--- config.mk ---
export PLATFORM = sky130hd
export DESIGN_NAME = memory_cycle
export DESIGN_NICKNAME = d
export VERILOG_FILES = /design/src/rtl/mem_stage_pkg.sv /design/src/rtl/mem_access_fsm.sv /design/src/rtl/memory_cycle.sv
export SDC_FILE = /design/constraint.sdc
export NUM_CORES = 1
export LEC_CHECK = 0
export CORE_MARGIN = 1.5
export CORE_UTILIZATION = 46
export CTS_BUF_LIST = sky130_fd_sc_hd__clkbuf_2
export CTS_CLUSTER_DIAMETER = 40
export DETAILED_ROUTE_END_ITERATION = 8
export PLACE_DENSITY_LB_ADDON = 0.15
export SYNTH_ARGS = -nofsm -noshare
export SYNTH_HDL_FRONTEND = slang
export SYNTH_SLANG_ARGS = --single-unit
--- constraint.sdc ---
create_clock -name clk -period 6.24 [get_ports clk]
set_input_delay 0.936 -clock clk [delete_from_list [all_inputs] [get_ports clk]]
set_output_delay 0.936 -clock clk [all_outputs]
set_load 0.005 [all_outputs]
--- src/rtl/mem_stage_pkg.sv ---
// Shared types and widths for the M stage and its data-bus sequencer.
package mem_stage_pkg;

    localparam int DATA_W = 32;
    localparam int REG_W  = 5;
    localparam int CNT_W  = 8;

    typedef enum logic {
        IDLE = 1'b0,
        WAIT = 1'b1
    } mem_state_e;

endpackage

--- src/rtl/mem_access_fsm.sv ---
// Data-memory access sequencer: bus handshake, timeout and sticky error.
module mem_access_fsm
    import mem_stage_pkg::*;
#(
    parameter int TIMEOUT_CYCLES = 16
) (
    input  logic              clk,
    input  logic              rst,
    input  logic              i_load,
    input  logic              i_store,
    input  logic [DATA_W-1:0] i_addr,
    input  logic [DATA_W-1:0] i_wdata,
    input  logic              i_ack,
    output logic              o_req,
    output logic              o_we,
    output logic [DATA_W-1:0] o_addr,
    output logic [DATA_W-1:0] o_wdata,
    output logic              o_stall,
    output logic              o_kill,
    output logic              o_rd_sel,
    output logic              o_bus_err
);

    localparam logic [CNT_W-1:0] TMO = CNT_W'(TIMEOUT_CYCLES);

    mem_state_e        r_state;
    mem_state_e        w_state_nx;
    logic [CNT_W-1:0]  r_cnt;
    logic              r_req;
    logic              r_we;
    logic [DATA_W-1:0] r_addr;
    logic [DATA_W-1:0] r_wdata;
    logic              r_err;

    logic w_acc;
    logic w_aligned;
    logic w_start;
    logic w_misal;
    logic w_done;
    logic w_tmo;

    assign w_acc     = i_load | i_store;
    assign w_aligned = (i_addr[1:0] == 2'b00);
    assign w_start   = (r_state == IDLE) & w_acc & w_aligned;
    assign w_misal   = (r_state == IDLE) & w_acc & ~w_aligned;
    assign w_done    = (r_state == WAIT) & i_ack;
    // A late ack on the final count still wins over the abort.
    assign w_tmo     = (r_state == WAIT) & ~i_ack & (r_cnt == TMO);

    assign o_stall   = w_start | ((r_state == WAIT) & ~i_ack & ~w_tmo);
    assign o_kill    = w_misal | w_tmo;
    assign o_rd_sel  = w_done & i_load & ~i_store;
    assign o_req     = r_req;
    assign o_we      = r_we;
    assign o_addr    = r_addr;
    assign o_wdata   = r_wdata;
    assign o_bus_err = r_err;

    always_comb begin
        w_state_nx = r_state;
        unique case (r_state)
            IDLE:    if (w_start) w_state_nx = WAIT;
            WAIT:    if (w_done || w_tmo) w_state_nx = IDLE;
            default: w_state_nx = IDLE;
        endcase
    end

    always_ff @(posedge clk or negedge rst) begin
        if (!rst) begin
            r_state <= IDLE;
            r_cnt   <= '0;
            r_req   <= 1'b0;
            r_we    <= 1'b0;
            r_addr  <= '0;
            r_wdata <= '0;
            r_err   <= 1'b0;
        end else begin
            r_state <= w_state_nx;
            if (w_start) begin
                r_cnt   <= CNT_W'(1);
                r_req   <= 1'b1;
                r_we    <= i_store;
                r_addr  <= i_addr;
                r_wdata <= i_wdata;
            end else if (w_done || w_tmo) begin
                r_cnt <= '0;
                r_req <= 1'b0;
            end else if (r_state == WAIT) begin
                r_cnt <= r_cnt + 1'b1;
            end
            if (w_misal || w_tmo) begin
                r_err <= 1'b1;
            end
        end
    end

endmodule

--- src/rtl/memory_cycle.sv ---
// M stage: data-memory access, branch resolution and the M/W register.
module memory_cycle
    import mem_stage_pkg::*;
#(
    parameter int TIMEOUT_CYCLES = 16
) (
    input  logic              clk,
    input  logic              rst,
    input  logic              RegWriteM,
    input  logic              MemtoRegM,
    input  logic              MemWriteM,
    input  logic              BranchM,
    input  logic              ZeroM,
    input  logic [DATA_W-1:0] ALUOutM,
    input  logic [DATA_W-1:0] WriteDataM,
    input  logic [REG_W-1:0]  WriteRegM,
    input  logic [DATA_W-1:0] PCBranchM,
    output logic              dmem_req,
    output logic              dmem_we,
    output logic [DATA_W-1:0] dmem_addr,
    output logic [DATA_W-1:0] dmem_wdata,
    input  logic [DATA_W-1:0] dmem_rdata,
    input  logic              dmem_ack,
    output logic              StallM,
    output logic              PCSrcM,
    output logic [DATA_W-1:0] PCBranchOutM,
    output logic              BusErrM,
    output logic              RegWriteW,
    output logic              MemtoRegW,
    output logic [DATA_W-1:0] ReadDataW,
    output logic [DATA_W-1:0] ALUOutW,
    output logic [REG_W-1:0]  WriteRegW
);

    logic w_stall;
    logic w_kill;
    logic w_rd_sel;

    logic              r_regwrite_w;
    logic              r_memtoreg_w;
    logic [DATA_W-1:0] r_readdata_w;
    logic [DATA_W-1:0] r_aluout_w;
    logic [REG_W-1:0]  r_writereg_w;

    mem_access_fsm #(
        .TIMEOUT_CYCLES (TIMEOUT_CYCLES)
    ) u_fsm (
        .clk       (clk),
        .rst       (rst),
        .i_load    (MemtoRegM),
        .i_store   (MemWriteM),
        .i_addr    (ALUOutM),
        .i_wdata   (WriteDataM),
        .i_ack     (dmem_ack),
        .o_req     (dmem_req),
        .o_we      (dmem_we),
        .o_addr    (dmem_addr),
        .o_wdata   (dmem_wdata),
        .o_stall   (w_stall),
        .o_kill    (w_kill),
        .o_rd_sel  (w_rd_sel),
        .o_bus_err (BusErrM)
    );

    assign StallM       = w_stall;
    assign PCSrcM       = BranchM & ZeroM;
    assign PCBranchOutM = PCBranchM;

    // Stalled cycles push a bubble; data fields keep the last result.
    always_ff @(posedge clk or negedge rst) begin
        if (!rst) begin
            r_regwrite_w <= 1'b0;
            r_memtoreg_w <= 1'b0;
            r_readdata_w <= '0;
            r_aluout_w   <= '0;
            r_writereg_w <= '0;
        end else if (w_stall) begin
            r_regwrite_w <= 1'b0;
            r_memtoreg_w <= 1'b0;
        end else begin
            r_regwrite_w <= RegWriteM & ~w_kill;
            r_memtoreg_w <= MemtoRegM;
            r_readdata_w <= w_rd_sel ? dmem_rdata : '0;
            r_aluout_w   <= ALUOutM;
            r_writereg_w <= WriteRegM;
        end
    end

    assign RegWriteW = r_regwrite_w;
    assign MemtoRegW = r_memtoreg_w;
    assign ReadDataW = r_readdata_w;
    assign ALUOutW   = r_aluout_w;
    assign WriteRegW = r_writereg_w;

endmodule

; Word-level counts from Yosys, hierarchy flattened
; Index checks and enable logic that the tools add are counted.
[op_classes]
div_mod_pow = 0
n_mul = 0
order_cmp = 0
eq_ne = 1
reduce_logical = 5
n_mux = 11
n_shift = 0
bitwise = 20
n_addsub = 1
[ops]
columns = operator, n
row1 = 32-bit two-way mux, 1
row2 = 8-bit two-way mux, 3
row3 = 1-bit bitwise AND, 11
row4 = "8-bit by 1-bit adder with 8-bit output, second input constant", 1
row5 = "8-bit by 5-bit equality test with 1-bit output, second input constant", 1
row6 = 1-bit two-way mux, 6
row7 = 1-bit inverter, 6
row8 = 1-bit bitwise OR, 3
row9 = 3-bit nonzero test, 1
row10 = 2-bit logical NOT, 1
row11 = 1-bit logical OR, 2
row12 = 1-bit case mux with 2 select lines, 1
row13 = 2-bit nonzero test, 1
[totals]
rom_bits = 0
input_bits = 141
output_inout_bits = 172
word_cells = 50
ram_bits = 0
memories = 0
latch_bits = 0
reg_bits = 147

; Longest topological paths before layout
[depth]
word_depth = 7
mapped_depth = 8
ltp_nobuf = 5

; By module
; From an unflattened synthesis, not the netlist that was laid out.
[hier_totals]
cells_unflattened = 451
hier_area_um2 = 5955.7
[by_module_without_submodules]
columns = module, area_per_inst_um2, cells_per_inst, instances
row1 = mem_access_fsm, 3007.9, 198, 1
row2 = memory_cycle, 2947.8, 253, 1

; Worst setup path before layout
; No wires, ideal clock.
[synth_path]
path_type = in2out
start = input MemtoRegM
end = output StallM
path_stages = 5
path_buffers = 2
slack_ns = 3.434
arrival_ns = 1.870
path_cell_list = o21ba_1 > clkbuf_1 > nand2_1 > clkbuf_1 > nand2_1
[synth_via]
elab_chain_len = 4
[synth_rtl]
columns = element, line_no
row1 = from (decl), memory_cycle.sv:10  ; input logic MemtoRegM,
row2 = 1-bit bitwise OR, mem_access_fsm.sv:42  ; assign w_acc = i_load | i_store;
row3 = 1-bit bitwise AND (2 in series), mem_access_fsm.sv:44  ; assign w_start = (r_state == IDLE) & w_acc & w_aligned;
row4 = 1-bit bitwise OR, mem_access_fsm.sv:50  ; assign o_stall = w_start | ((r_state == WAIT) & ~i_ack & ~w_tmo);
row5 = to (decl), memory_cycle.sv:24  ; output logic StallM,
; Every way passes these cells.

; Final worst setup path
[layout_path]
start = register u_fsm.r_cnt[0]
end = output StallM
[layout_via]
elab_chain_len = 5
[layout_rtl]
columns = element, line_no
row1 = from (decl), mem_access_fsm.sv:28  ; logic [CNT_W-1:0] r_cnt;
row2 = from (signal assigned), mem_access_fsm.sv:89  ; r_cnt <= r_cnt + 1'b1;
row3 = 8-bit by 5-bit equality test with 1-bit output, mem_access_fsm.sv:48  ; assign w_tmo = (r_state == WAIT) & ~i_ack & (r_cnt == TMO);
row4 = 1-bit bitwise AND, mem_access_fsm.sv:48
row5 = 1-bit inverter, mem_access_fsm.sv:50
row6 = 1-bit bitwise AND, mem_access_fsm.sv:50
row7 = 1-bit bitwise OR, mem_access_fsm.sv:50
; Every way passes these cells.

==> results.py <==
metrics = {
    "die": {
        "rows": 43,
        "die_area_mm2": 0.0153,
        "dieHeight_um": 124,
        "core-area_mm2": 0.0140,
        "die_w_um": 124,
        "ios": 313,
        "initial_core_util_pct": 47.6,
    },
    "placed_design": {
        "gp_congestion": 0.744,
        "dp_worst_setup_slack_ns": 2.42,
        "portBuffers": 248,
        "hpwl_um": 12600,
        "dpl_cell_area_mm2": 0.00901,
    },
    "layout": {
        "n_fill_cell": 1063,
        "nets": 898,
        "area_delta_synth_final_pct": 39.3,
        "drive_above_1_share_pct": 14.5,
        "final_area_mm2": 0.00932,
    },
    "synthesis": {
        "yosysTopAreaCell": "dfrtp_1",
        "syn_avg_cell_area_um2": 11.9,
        "ys_top_cells_by_count": "dfrtp_1, o211ai_1, mux2_2",
        "ys.flop_type": "dfrtp_1",
        "synth_most_common_cell": "dfrtp_1",
        "synth_edf_count": 0,
        "synth_nets": 707,
        "syn-cell-area_mm2": 0.00669,
        "synth_warnings": 0,
        "async_reset_ff_share_pct": 100,
        "synth.distinct_cells": 36,
        "ys_seq_area_share_pct": 55.0,
        "synth_top_area_share_pct": 55.0,
        "ys_seq_elements": 147,
        "synth_area_leaders": "dfrtp_1, mux2_2, o211ai_1",
        "netlist_instances": 564,
    },
    "detailed_routing": {
        "drt-total-wl_um": 19200,
        "vias": 5601,
        "viasPerCell": 5.90,
        "drt_iter0_drc": 459,
        "dr.pass1.iters": 8,
        "drc_errors": 0,
        "ant_nets": 0,
        "wl_per_cell_um": 20.2,
    },
    "critical_path": {
        "critPathCaptureType": "output port",
        "startpoint_type": "flip-flop",
        "crit_type": "reg2out",
        "cp_max_fo": 39,
        "reg2reg_from": "u_fsm.r_cnt[0]$_DFFE_PN0P_",
        "critPathRequiredTime_ns": 5.30,
        "slowest_delay_ns": 0.70,
        "worstPathArrival_ns": 3.20,
        "startpoint": "u_fsm.r_cnt[0]$_DFFE_PN0P_",
        "cp_slowest_cell": "or4b_4",
        "r2r.worst_path.cells": 6,
        "rrSetupSlack_ns": 3.47,
        "r2r-end": "ReadDataW[8]$_DFFE_PN0N_",
        "crit_family": "simple AND/OR/NAND/NOR gates",
        "path_buf_inv": 2,
        "path_cells": "inv_1 > ha_1 > or4b_4 > o21ai_0 > nand2_1 > clkdlybuf4s50_1",
    },
    "pwr": {
        "p_leak_nw": 3.83,
        "power_density_mw_per_mm2": 275,
        "power_w": 0.00256,
        "max-vdd-ir-drop_v": 0.000179,
    },
    "clocking": {
        "cts_root_buffer": "clkbuf_2",
        "h-tree-depth": 4,
        "post_cts_resized": 0,
        "clk_pin_slew_ns": 0.20,
        "cts_buffer_depth": 2,
        "postCtsSetupRepairBufs": 0,
        "cts_tree": "done",
        "clock_sinks": 147,
        "numCtsBuffers": 17,
        "insertion_delay_ns": 0.74,
        "cts_hold_buf": 0,
    },
    "grt": {
        "track_usage_pct": 24.9,
        "grt_pass1_vias": 5472,
        "antenna_found_initial": 1,
        "grt_max_degree": 86,
        "gr-total-overflow": 0,
        "grt_pass1_wl_um": 29000,
    },
    "sta": {
        "finalSetupViolCount": 0,
        "period_needed_ns": 4.14,
        "tightest_slew_ns": 0.877,
        "rsz0062_at_grt": "false",
        "setup_ws_ns": 2.10,
        "maxSlewHeadroom_pct": 41.5,
        "fin_setup_tns_ns": 0,
        "clock_skew_ns": 0.0165,
        "timing.fmax_mhz": 242,
        "drv_slew": 0,
        "timing.final.crit_share_pct": 66.3,
        "hold_violations": 0,
    },
    "worst_hold_path": {
        "hold_class": "in2async",
    },
    "flow_run": {
        "cap_violations": 0,
    },
    "outcome": {
        "outcome": "completed",
    },
}
-- state kept, by name (all words and copies together), names as in the netlist, 5 cells and up --
name,flops
u_fsm.r_cnt,8
u_fsm.o_wdata,32
u_fsm.o_addr,32
ReadDataW,32
WriteRegW,5
ALUOutW,32
-- metal layers --
| metal | up-vias | track usage (%) | part of all wire (%) |
|---|---|---|---|
| met5 | - | 0 | 0 |
| met4 | 0 | 9.70 | 2.3 |
| met3 | 51 | 5.27 | 6.4 |
| met2 | 240 | 42.2 | 52 |
| met1 | 2840 | 31.3 | 40 |
| li1 | 2470 | - | - |
-- cell type report --
class / instances / area, um2 / area share (%)
multi-input combinational: 327 / 2530 / 27.2
timing repair buffer: 257 / 2550 / 27.4
clock inverter: 13 / 213 / 2.28
clock buffer: 19 / 95.1 / 1.02
antenna: 1 / 2.50 / 0.0269
sequential: 147 / 3680 / 39.5
inverter: 5 / 18.8 / 0.201
tap: 180 / 225 / 2.42
-- report_power, final --
part	internal [W]	switching, W
Combinational	0.000416	0.000271
Sequential	0.00110	0.0000996
Clock	0.000340	0.000341
-- through the flow --
stage | cells | hold WS, ns | util [%]
after floorplan | 564 | 0.472 | -
after CTS | 948 | 0.193 | 66.3
after global placement | 916 | 0.472 | 64.1
final | 949 | 0.205 | 66.3
after global routing | 949 | 0.226 | 66.3
after detailed placement | 916 | 0.470 | 64.1
-- cells by family after synthesis --
logic type	count (synthesis)	share of synthesized area, %
xor gates and xnor gates	3	0.393
AOI/OAI and AO/OA	154	17.1
adders and majority gates	2	0.374
buffers and inverters	90	7.65
muxes	64	10.8
and+or+nand+nor	104	8.79
DFF	147	55.0
-- placed cells by master, fill, tap and decap left out, types with 2 or more instances in the layout --
cell type        synthesis  final
clkbuf_2                 0     19
o21ai_0                 40     40
o211ai_1                71     71
a221o_1                 33     33
nand4_1                  4      4
o221ai_1                 2      2
xor2_1                   3      3
clkinv_1                 0      4
clkdlybuf4s50_1          0    247
clkinv_2                 0      2
bufinv_16                0      6
buf_4                   32      9
and2_1                   3      3
nor3_1                   4      4
nor2_4                   0      2
mux2_2                  63     63
inv_1                    5      5
ha_1                     2      2
or3_1                    4      4
dfrtp_1                147    147
nand2_1                  7      7
and3_1                  33     33
a211oi_1                 3      3
nand3_1                 39     39
-- how the worst max path moves through the flow --
stage,slack (ns),cells past startpoint,endpoint
floorplan,3.43,5,StallM
global placement,2.46,6,StallM
detailed placement,2.42,6,StallM
CTS,2.05,6,StallM
global route,1.85,6,StallM
finish,2.10,6,StallM
Note: power is estimated with default switching activity, not from simulation.
==> edit, RTL diff (same settings) <==
Set the package constant `CNT_W` to 10 (it was 8).
--- a/src/rtl/mem_stage_pkg.sv
+++ b/src/rtl/mem_stage_pkg.sv
@@ -3,7 +3,7 @@
 
     localparam int DATA_W = 32;
     localparam int REG_W  = 5;
-    localparam int CNT_W  = 8;
+    localparam int CNT_W  = 10;
 
     typedef enum logic {
         IDLE = 1'b0,
Check against the original RTL: same outputs for any inputs over 4 cycles, from zero or initial values and one cycle with rst low; that may be too few to reach the edited logic, so the function may still have changed.
==> edit against the original RTL <==
Area after synthesis down 9.3%; routed wire length is 23% lower; register-to-register slack got worse by 0.21 ns; largest power group unchanged; combinational power shrank 5.4%; via count decreased by 28%; cell area fell by 5.8%; power shrank 1.2%; sequential cell count up 2; hold slack got worse by 0.012 ns; setup slack got worse by 0.22 ns.
==> edit: results (changes against the original RTL) <==
| Metric | Value |
|---|---|
| Diodes inserted | `0 (-1)` |
| Multiplexer fraction of the synthesized cell area | `21.0% (+10 points)` |
| Smallest hold slack | `0.193 ns (-0.0116 ns)` |
| Peak VDD IR | `0.182 mV (+1.6%)` |
| Share of the yosys chip area belonging to registers | `61.5% (+6.5 points)` |
| Number of iterations in the first detailed-routing pass | `4 (-4)` |
| Cell depth of the worst flop-to-flop path | `5 (-1)` |
| Arrival time worst endpoint | `3.42 ns (+0.22 ns)` |
| Initial antenna violation count | `0 (-1)` |
| Max Freq | `229 MHz (-5.1%)` |
| Synth Net Count | `540 (-24%)` |
| Total number of vias | `4034 (-28%)` |
| CP max-delay cell | `clkdlybuf4s50_1` |
| XOR/XNOR share of the synthesized area | `1.16% (+0.76 points)` |
| 1st-iter DRT viols | `174 (-62%)` |
| Total routed wire length on the met1 layer | `5.82 mm (-23%)` |
| Layout cell share with drive strength beyond 1 | `22.5% (+8.0 points)` |
| Worst slack after detailed placement | `1.86 ns (-0.566 ns)` |
| Relative slew slack | `38.3% (-3.2 points)` |
| Via count of the first global-routing pass | `4474 (-18%)` |
| Clock latency at the later pin of the worst-skew pair | `0.71 ns (-0.03 ns)` |
| Beginning of the critical path | `MemWriteM` |
| Detailed placement HPWL | `10.7 mm (-15%)` |
| Routing usage on met2 | `35.5% (-6.7 points)` |
| Maximum net fanout on the critical path | `46 (+18%)` |
| Global routing met3 resource utilization | `11.6% (+6.3 points)` |
| Top cells by area in the synthesized netlist | `dfrtp_1 61%, mux2_2 12%, mux2_4 9.2%, a22o_1 4.6%, buf_4 4.0%` |
| Result of the run | `finished, final reports clean` |
| Internal reg-to-reg setup slack | `3.26 ns (-0.21 ns)` |
| Wirelength, routed | `14.9 mm (-23%)` |
| End of the worst register-to-register path | `ALUOutW[18]$_DFFE_PN0N_` |
| Number of library cell types mapped by synthesis | `34 (-5.6%)` |
==> edit: stage by stage <==
step	utilization (%)	cell area, µm²	power, mW	instances
6_report	69.0	8780	2.53	804
5_1_grt	69.0	8780	2.65	804
4_1_cts	69.0	8780	2.56	804
3_5_place_dp	66.5	8460	1.87	772
3_3_place_gp	66.5	8460	1.85	772
2_1_floorplan	-	6070	1.46	397
==> edit: final cells by class <==
class | instances | area share, %
Sequential cell | 149 | 42.5
Multi-Input combinational cell | 193 | 22.5
Inverter | 5 | 0.214
Tap cell | 172 | 2.45
Clock inverter | 15 | 2.68
Timing Repair Buffer | 253 | 28.7
Clock buffer | 17 | 0.969
==> edit: worst max-delay path: cells and delay by family <==
family | cells | cell delay (ns)
buf+inv | 3 | 1.70
compound gates | 1 | 0.49
simple gates | 2 | 0.25
==> edit: where the power goes <==
part | internal, mW | leakage [nW] | switching (mW)
registers | 1.11 | 1.84 | 0.0846
logic | 0.442 | 1.79 | 0.208
clock network | 0.339 | 0.179 | 0.350
total | 1.89 | 3.81 | 0.642
